--- src/rtl/psum_accum_sfu.sv ---
// Multi-pass partial-sum accumulator: sums num_pass passes of depth vectors per lane with
// signed saturation, then drains the buffer through a valid/ready port with optional ReLU.
module psum_accum_sfu #(
   parameter int col     = 8,
   parameter int psum_bw = 16,
   parameter int depth   = 16
) (
   input  logic                     clk,
   input  logic                     reset,
   input  logic                     start,
   input  logic [3:0]               num_pass,
   input  logic                     relu_en,
   input  logic                     in_valid,
   input  logic [col*psum_bw-1:0]   in_data,
   output logic                     in_ready,
   output logic                     out_valid,
   output logic [col*psum_bw-1:0]   out_data,
   input  logic                     out_ready,
   output logic                     busy,
   output logic                     done
);

   localparam int aw = (depth > 1) ? $clog2(depth) : 1;
   localparam int vw = col * psum_bw;
   localparam logic [aw-1:0] last_ptr = aw'(depth - 1);

   typedef enum logic [1:0] {
      st_idle  = 2'd0,
      st_acc   = 2'd1,
      st_drain = 2'd2
   } state_t;

   state_t          state_r;
   state_t          state_s;
   logic [aw-1:0]   wr_ptr_r;
   logic [aw-1:0]   rd_ptr_r;
   logic [3:0]      pass_cnt_r;
   logic [3:0]      last_pass_r;
   logic            relu_r;
   logic            done_r;
   logic [vw-1:0]   buf_r [depth];
   logic [vw-1:0]   old_vec_s;
   logic [vw-1:0]   acc_vec_s;
   logic [vw-1:0]   rd_vec_s;
   logic            in_fire_s;
   logic            out_fire_s;
   logic            last_in_s;
   logic            last_out_s;

   // Widen by one bit so the true sum is exact, then clamp on overflow of the top two bits.
   function automatic logic [psum_bw-1:0] sat_add(input logic [psum_bw-1:0] a,
                                                 input logic [psum_bw-1:0] b);
      logic [psum_bw:0] sum_v;
      sum_v = {a[psum_bw-1], a} + {b[psum_bw-1], b};
      if (sum_v[psum_bw] != sum_v[psum_bw-1]) begin
         if (sum_v[psum_bw]) begin
            sat_add = {1'b1, {(psum_bw-1){1'b0}}};
         end else begin
            sat_add = {1'b0, {(psum_bw-1){1'b1}}};
         end
      end else begin
         sat_add = sum_v[psum_bw-1:0];
      end
   endfunction

   // Handshake qualification and end-of-phase detection.
   always_comb begin
      in_fire_s  = in_valid & (state_r == st_acc);
      out_fire_s = out_ready & (state_r == st_drain);
      last_in_s  = in_fire_s & (wr_ptr_r == last_ptr) & (pass_cnt_r == last_pass_r);
      last_out_s = out_fire_s & (rd_ptr_r == last_ptr);
   end

   // State register.
   always_ff @(posedge clk or posedge reset) begin
      if (reset) begin
         state_r <= st_idle;
      end else begin
         state_r <= state_s;
      end
   end

   // Next-state logic.
   always_comb begin
      state_s = state_r;
      case (state_r)
         st_idle: begin
            if (start) begin
               state_s = st_acc;
            end else begin
               state_s = st_idle;
            end
         end
         st_acc: begin
            if (last_in_s) begin
               state_s = st_drain;
            end else begin
               state_s = st_acc;
            end
         end
         st_drain: begin
            if (last_out_s) begin
               state_s = st_idle;
            end else begin
               state_s = st_drain;
            end
         end
         default: state_s = st_idle;
      endcase
   end

   // Output decode; ReLU acts only on the read path so the buffer keeps signed sums.
   always_comb begin
      in_ready  = 1'b0;
      out_valid = 1'b0;
      busy      = 1'b0;
      out_data  = '0;
      rd_vec_s  = buf_r[rd_ptr_r];
      case (state_r)
         st_idle: begin
            busy = 1'b0;
         end
         st_acc: begin
            in_ready = 1'b1;
            busy     = 1'b1;
         end
         st_drain: begin
            out_valid = 1'b1;
            busy      = 1'b1;
            for (int i = 0; i < col; i++) begin
               if (relu_r && rd_vec_s[i*psum_bw + psum_bw - 1]) begin
                  out_data[i*psum_bw +: psum_bw] = '0;
               end else begin
                  out_data[i*psum_bw +: psum_bw] = rd_vec_s[i*psum_bw +: psum_bw];
               end
            end
         end
         default: begin
            busy = 1'b0;
         end
      endcase
   end

   assign done = done_r;

   // Per-lane accumulate; pass 0 overwrites so stale contents from earlier jobs never leak.
   always_comb begin
      acc_vec_s = '0;
      old_vec_s = buf_r[wr_ptr_r];
      for (int i = 0; i < col; i++) begin
         if (pass_cnt_r == 4'd0) begin
            acc_vec_s[i*psum_bw +: psum_bw] = in_data[i*psum_bw +: psum_bw];
         end else begin
            acc_vec_s[i*psum_bw +: psum_bw] = sat_add(old_vec_s[i*psum_bw +: psum_bw],
                                                      in_data[i*psum_bw +: psum_bw]);
         end
      end
   end

   // Accumulation buffer write port.
   always_ff @(posedge clk) begin
      if (in_fire_s) begin
         buf_r[wr_ptr_r] <= acc_vec_s;
      end
   end

   // Pointers, pass counter, job configuration and done pulse.
   always_ff @(posedge clk or posedge reset) begin
      if (reset) begin
         wr_ptr_r    <= '0;
         rd_ptr_r    <= '0;
         pass_cnt_r  <= 4'd0;
         last_pass_r <= 4'd0;
         relu_r      <= 1'b0;
         done_r      <= 1'b0;
      end else begin
         done_r <= last_out_s;
         case (state_r)
            st_idle: begin
               if (start) begin
                  wr_ptr_r    <= '0;
                  pass_cnt_r  <= 4'd0;
                  last_pass_r <= (num_pass == 4'd0) ? 4'd0 : (num_pass - 4'd1);
                  relu_r      <= relu_en;
               end
            end
            st_acc: begin
               if (in_fire_s) begin
                  wr_ptr_r <= wr_ptr_r + aw'(1);
                  if (wr_ptr_r == last_ptr) begin
                     pass_cnt_r <= pass_cnt_r + 4'd1;
                  end
                  if (last_in_s) begin
                     rd_ptr_r <= '0;
                  end
               end
            end
            st_drain: begin
               if (out_fire_s) begin
                  rd_ptr_r <= rd_ptr_r + aw'(1);
               end
            end
            default: begin
               rd_ptr_r <= '0;
            end
         endcase
      end
   end

endmodule

--- config.mk ---
export PLATFORM = sky130hd
export DESIGN_NAME = psum_accum_sfu
export DESIGN_NICKNAME = d
export VERILOG_FILES = /design/src/rtl/psum_accum_sfu.sv
export SDC_FILE = /design/constraint.sdc
export NUM_CORES = 2
export LEC_CHECK = 0
export BUFFER_PORTS_ARGS = -buffer_cell sky130_fd_sc_hd__buf_2
export CORE_ASPECT_RATIO = 0.7
export CORE_UTILIZATION = 45
export CTS_BUF_LIST = sky130_fd_sc_hd__clkbuf_4 sky130_fd_sc_hd__clkbuf_8 sky130_fd_sc_hd__clkbuf_16
export DETAILED_ROUTE_END_ITERATION = 10
export SLEW_MARGIN = 40
export SYNTH_ARGS = -nofsm -noshare
export SYNTH_HDL_FRONTEND = slang
export SYNTH_SLANG_ARGS = --single-unit
--- constraint.sdc ---
create_clock -name clk -period 9.4 [get_ports clk]
set_clock_uncertainty 0.15 [all_clocks]
set_input_delay 0.94 -clock clk [delete_from_list [all_inputs] [get_ports clk]]
set_output_delay 0.94 -clock clk [all_outputs]
set_load 0.01 [all_outputs]
==> results <==
- The flow ran to the end, and the final reports show no timing, DRC or antenna violations.
- The number of hold-slack violations in the final timing report is 0.
- The area of all placed cells without fillers is 115000 um2.
- In the layout the commonest cells are sky130_fd_sc_hd__edfxtp_1, sky130_fd_sc_hd__mux4_2, sky130_fd_sc_hd__buf_2.
- After layout, the worst setup slack is around 2.9 ns.
- The design draws about 0.051 W.
- The detailed placement HPWL is about 160000 um.
- The insertion delay of the later-clocked pin in the worst-skew pair is ~0.86 ns.
- The critical path arrival is 6.77 ns.
- The post-route setup TNS is 0 ns.
- OpenSTA, run right after detailed placement, puts the worst setup slack at between 2 and 3 ns.
- For this design the ratio of total power to cell area is around 440 nW/um2.
- The routed wirelength normalized by instance count is ~33 um.
- On the worst path, the slowest cell contributes a delay of about 0.88 ns.
- In this run the cell area of the synthesized design comes to just over 100000 um2.
- The switching part of the total is 37.2%.
- The path type of the worst setup path is register to register.
- The number of inserted filler cells in the final layout is approximately 18000.
- IR analysis of the VDD net gives a maximum drop of between 200 and 300 uV.
- Gates resized during post-CTS repair numbered 0.
- The detail route stage leaves a number of antenna-violating nets equal to 0.
- The synthesized area divided by synthesized cell count is 19.2 um2.
- The slowest stage cell on the critical path is sky130_fd_sc_hd__dfrtp_4.
- The largest area contributor in the netlist is sky130_fd_sc_hd__edfxtp_1.
- From left edge to right edge, the die measures ~570 um.
- The count of standard-cell rows is about 150.
- Dividing the detail-routed via count by the number of cells gives about 6.5.
- Buffers inserted to repair hold after CTS numbered 1.
- In the global route stage, met1 resource usage came out at between 30 and 40%.
- The top flip-flop cell by instance count after synthesis is sky130_fd_sc_hd__edfxtp_1.
- The count of placed standard cells in the final layout, fillers left out is 8802.
- In the global route stage, met2 resource usage came out at roughly two fifths.
- The starting DRC count in detailed routing is around 6300.
- Cell internal power was estimated by the tool at roughly 0.032 W.
- The transition at the pin with the smallest max-transition slack is between 0.9 and 1 ns.
- The number of levels the H-tree was split into is 4.
- Setup repair after global routing left no endpoint under its margin.
- The number of setup violations in the final report is 0.
- The layer with the highest usage is met2.
- The CTS root buffer is sky130_fd_sc_hd__clkbuf_16.
- For this run the aggregate overflow at the end of global routing stands at 0.
- For the finished layout, the period the worst path requires is ~6.5 ns.
- The synthesized design contains roughly 2100 register bits.
- The headroom to the max-slew limit is about two fifths.
- The sequential cells in the finished layout cover a total of around 62000 um2.
- The switching power total is about 0.019 W.
- The number of global-route vias before repair came to 58342.
- The data required time at the worst endpoint is roughly 9.7 ns.
- The async set-reset flop share out of synthesis is 0.967%.
- The critical path goes through buf_4 > mux4_2 > mux4_2 > ha_1 > nor2b_1 > o31a_1 > o41ai_1 > o21ai_1 > o21ai_1 > a22oi_1 > buf_4 > o21ai_2 > o22ai_2.
- The startpoint identified for the worst register-to-register timing path is wr_ptr_r[0].
- After clock tree synthesis, the clock-pin slew on the worst setup and hold paths is about 0.06 ns.
- The reg-to-reg endpoint is buf_r[12][49].
- The worst hold path class is primary input to register.
- The post-route fraction of the period consumed by the critical path is between 60% and 70%.
- Clock tree synthesis inserted a total of 210 buffers.
- The post-placement cell count is 8406.
- The area after detailed placement is ~110000 um2.
- The path with the worst hold slack has its endpoint at relu_r.
- In this run the vertical extent of the chip is 401 um.
- Summed over its instances, the top area cell type makes up about 60% of the synthesized netlist area.
- The placeable core area is between 200000 and 250000 um2.
- The maximum clock insertion buffer count is 4.
- The number of detailed-route iterations in the first pass is 5.
- The number of slew-limit violations in the final report is 0.
- The Yosys step of the flow raised 0 warnings.
- The endpoint type of the worst setup path is a register.
- The global placement routability congestion is 0.837.
- Combinational cells account for 44.7% of the total power.
- By area the synthesized netlist is led by sky130_fd_sc_hd__edfxtp_1, sky130_fd_sc_hd__mux4_2, sky130_fd_sc_hd__ha_1, sky130_fd_sc_hd__mux2i_1, sky130_fd_sc_hd__clkbuf_1.
- The number of input and output port buffers inserted is 269.
- The nature of the critical path startpoint is a register.
- The number of antenna violations at the first check in global routing was 30.
- Of the cells placed in the final design, the portion with a size suffix greater than 1 is 36.6%.
- The library cell used most frequently in the layout, excluding fill and tap cells, is sky130_fd_sc_hd__edfxtp_1.
- In this run the most critical hold path is launched from relu_en.
- Summed over all cells, the static leakage comes to roughly 36 nW.
- The routed design has roughly 290000 um of wire.
- The count of buffers added by post-CTS timing repair for setup is 0.
- The number of nets handed over by synthesis was about 5600.
- The CTS tree is done.
- The first global-routing pass estimated around 420000 um of wire.
- Sequential cells burn 39.0% of the power.
- The routed via count is 57285.
- The total die area is 229000 um2.
- The initial core utilization is between 40% and 50%.
- Of the total power, the clock network draws around 16%.
- The worst register-to-register path has a setup slack of approximately 2.9 ns.
- The number of stages on the worst hold path is 2.
- The clock drives ~2100 sinks.
- During I/O placement, the number of pins put on the boundary was 270.
- The global routing met3 resource utilization is 3.89%.
- Across the run, the number of max-cap violations was 0.
- The netlist uses a little under 90 different library cells.
- Of all nets on the critical path, the largest fanout is 34.
- For this run, design rule violations remaining after detail routing come to 0.
- Yosys mapped a number of flops with a built-in enable equal to 2048.
- The number of nets in the layout is 5896.
- Counting cells, the worst reg-to-reg path comes to 13.
- The area taken by multi-input logic gates is 39000 um2.
- The total routing resource utilization after global routing is approximately a quarter.
- The area growth from synthesis to layout is 12.7%.
- For this run, the top clock speed supported by timing is 155 MHz.
- Sequential cells were found to cover 60.6% of the synthesized design area.
- Entering global routing, the biggest net connects 130 pins.
- The number of standard cells after synthesis is around 5300.
[power by group through the flow]
stage | Combinational, W | Clock (W) | Sequential [W]
4_1_cts | 0.0228 | 0.00839 | 0.0199
3_3_place_gp | 0.0216 | 0 | 0.0201
3_5_place_dp | 0.0227 | 0 | 0.0200
2_1_floorplan | 0.0151 | 0 | 0.0199
6_report | 0.0227 | 0.00826 | 0.0198
5_1_grt | 0.0250 | 0.00872 | 0.0200
[flip-flops by register name, indices dropped and copies added (netlist names)]
name         flops
buf_r         2048
done             1
last_pass_r      4
pass_cnt_r       4
rd_ptr_r         4
relu_r           1
state_r          2
wr_ptr_r         4
[critical path: cells and delay by family, from the launching register on]
family	cells	cell delay, ns
AO/OA/AOI/OAI	7	2.35
adder cells (fa/ha/maj)	1	0.35
buffers and inverters	2	0.99
flip-flops	1	0.88
multiplexers	2	1.12
AND/OR/NAND/NOR	1	0.16
[synthesized netlist by cell type, types with 9 or more instances]
cell,number
sky130_fd_sc_hd__edfxtp_1,2048
sky130_fd_sc_hd__mux4_2,1205
sky130_fd_sc_hd__clkbuf_1,211
sky130_fd_sc_hd__nand2_1,168
sky130_fd_sc_hd__nor2_1,156
sky130_fd_sc_hd__mux2i_1,153
sky130_fd_sc_hd__a21oi_1,148
sky130_fd_sc_hd__ha_1,139
sky130_fd_sc_hd__o21ai_0,104
sky130_fd_sc_hd__buf_2,94
sky130_fd_sc_hd__and2_1,89
sky130_fd_sc_hd__o22ai_1,82
sky130_fd_sc_hd__inv_1,67
sky130_fd_sc_hd__xnor2_1,57
sky130_fd_sc_hd__and3_1,56
sky130_fd_sc_hd__buf_1,51
sky130_fd_sc_hd__o21ai_1,46
sky130_fd_sc_hd__a21o_1,40
sky130_fd_sc_hd__nand3_1,36
sky130_fd_sc_hd__nand2b_1,30
sky130_fd_sc_hd__xor2_1,29
sky130_fd_sc_hd__nor3_1,25
sky130_fd_sc_hd__o21a_1,22
sky130_fd_sc_hd__dfrtp_1,20
sky130_fd_sc_hd__o211ai_1,18
sky130_fd_sc_hd__maj3_1,16
sky130_fd_sc_hd__nor2b_1,16
sky130_fd_sc_hd__o31ai_1,15
sky130_fd_sc_hd__a211oi_1,14
sky130_fd_sc_hd__a31oi_1,13
sky130_fd_sc_hd__a22o_1,12
sky130_fd_sc_hd__nand4_1,10
sky130_fd_sc_hd__o21bai_1,9
[through the flow]
step                hold slack (ns)  util (%)
global route                  0.133      51.3
global placement              0.343      47.8
CTS                           0.100      51.2
floorplan                     0.318         -
finish                        0.164      51.3
detailed placement            0.341      48.3
[metal layers]
layer  wire, um  vias to the layer above
li1           -                    23527
met1     122000                    30904
met2     138000                     2408
met3      21000                      436
met4       7390                       10
met5         65                        -
[kinds of logic (layout without fill, tap and decap cells)]
| group | count (synthesis) | in the layout | synth area share, % |
|---|---|---|---|
| AND/OR/NAND/NOR | 626 | 626 | 3.01 |
| other | 0 | 15 | 0 |
| flip-flops | 2068 | 2068 | 60.6 |
| adder cells (fa/ha/maj) | 164 | 164 | 2.03 |
| AO/OA/AOI/OAI | 596 | 596 | 3.70 |
| multiplexers | 1365 | 1365 | 28.1 |
| XOR/XNOR | 89 | 89 | 0.785 |
| buffers and inverters | 428 | 866 | 1.71 |
[cell type report]
| cell class | count | area share [%] |
|---|---|---|
| flip-flops and latches | 2068 | 53.8 |
| multi-input cells | 2840 | 33.9 |
| clock buffers | 258 | 4.91 |
| well taps | 3013 | 3.27 |
| repair buffers | 424 | 3.02 |
| clock inverters | 117 | 0.831 |
| inverters | 67 | 0.218 |
| diodes | 15 | 0.0326 |
[how the worst max path moves through the flow]
stage,start,endpoint,slack (ns),cells past startpoint
2_1_floorplan,in_valid,rd_ptr_r[2],0.52,8
3_3_place_gp,wr_ptr_r[0],buf_r[10][121],2.75,11
3_5_place_dp,wr_ptr_r[0],buf_r[0][69],2.79,12
4_1_cts,wr_ptr_r[0],buf_r[14][69],2.75,12
5_1_grt,wr_ptr_r[0],buf_r[12][49],2.54,13
6_report,wr_ptr_r[0],buf_r[12][49],2.95,13
No activity file was read; power rests on OpenSTA's default activity.
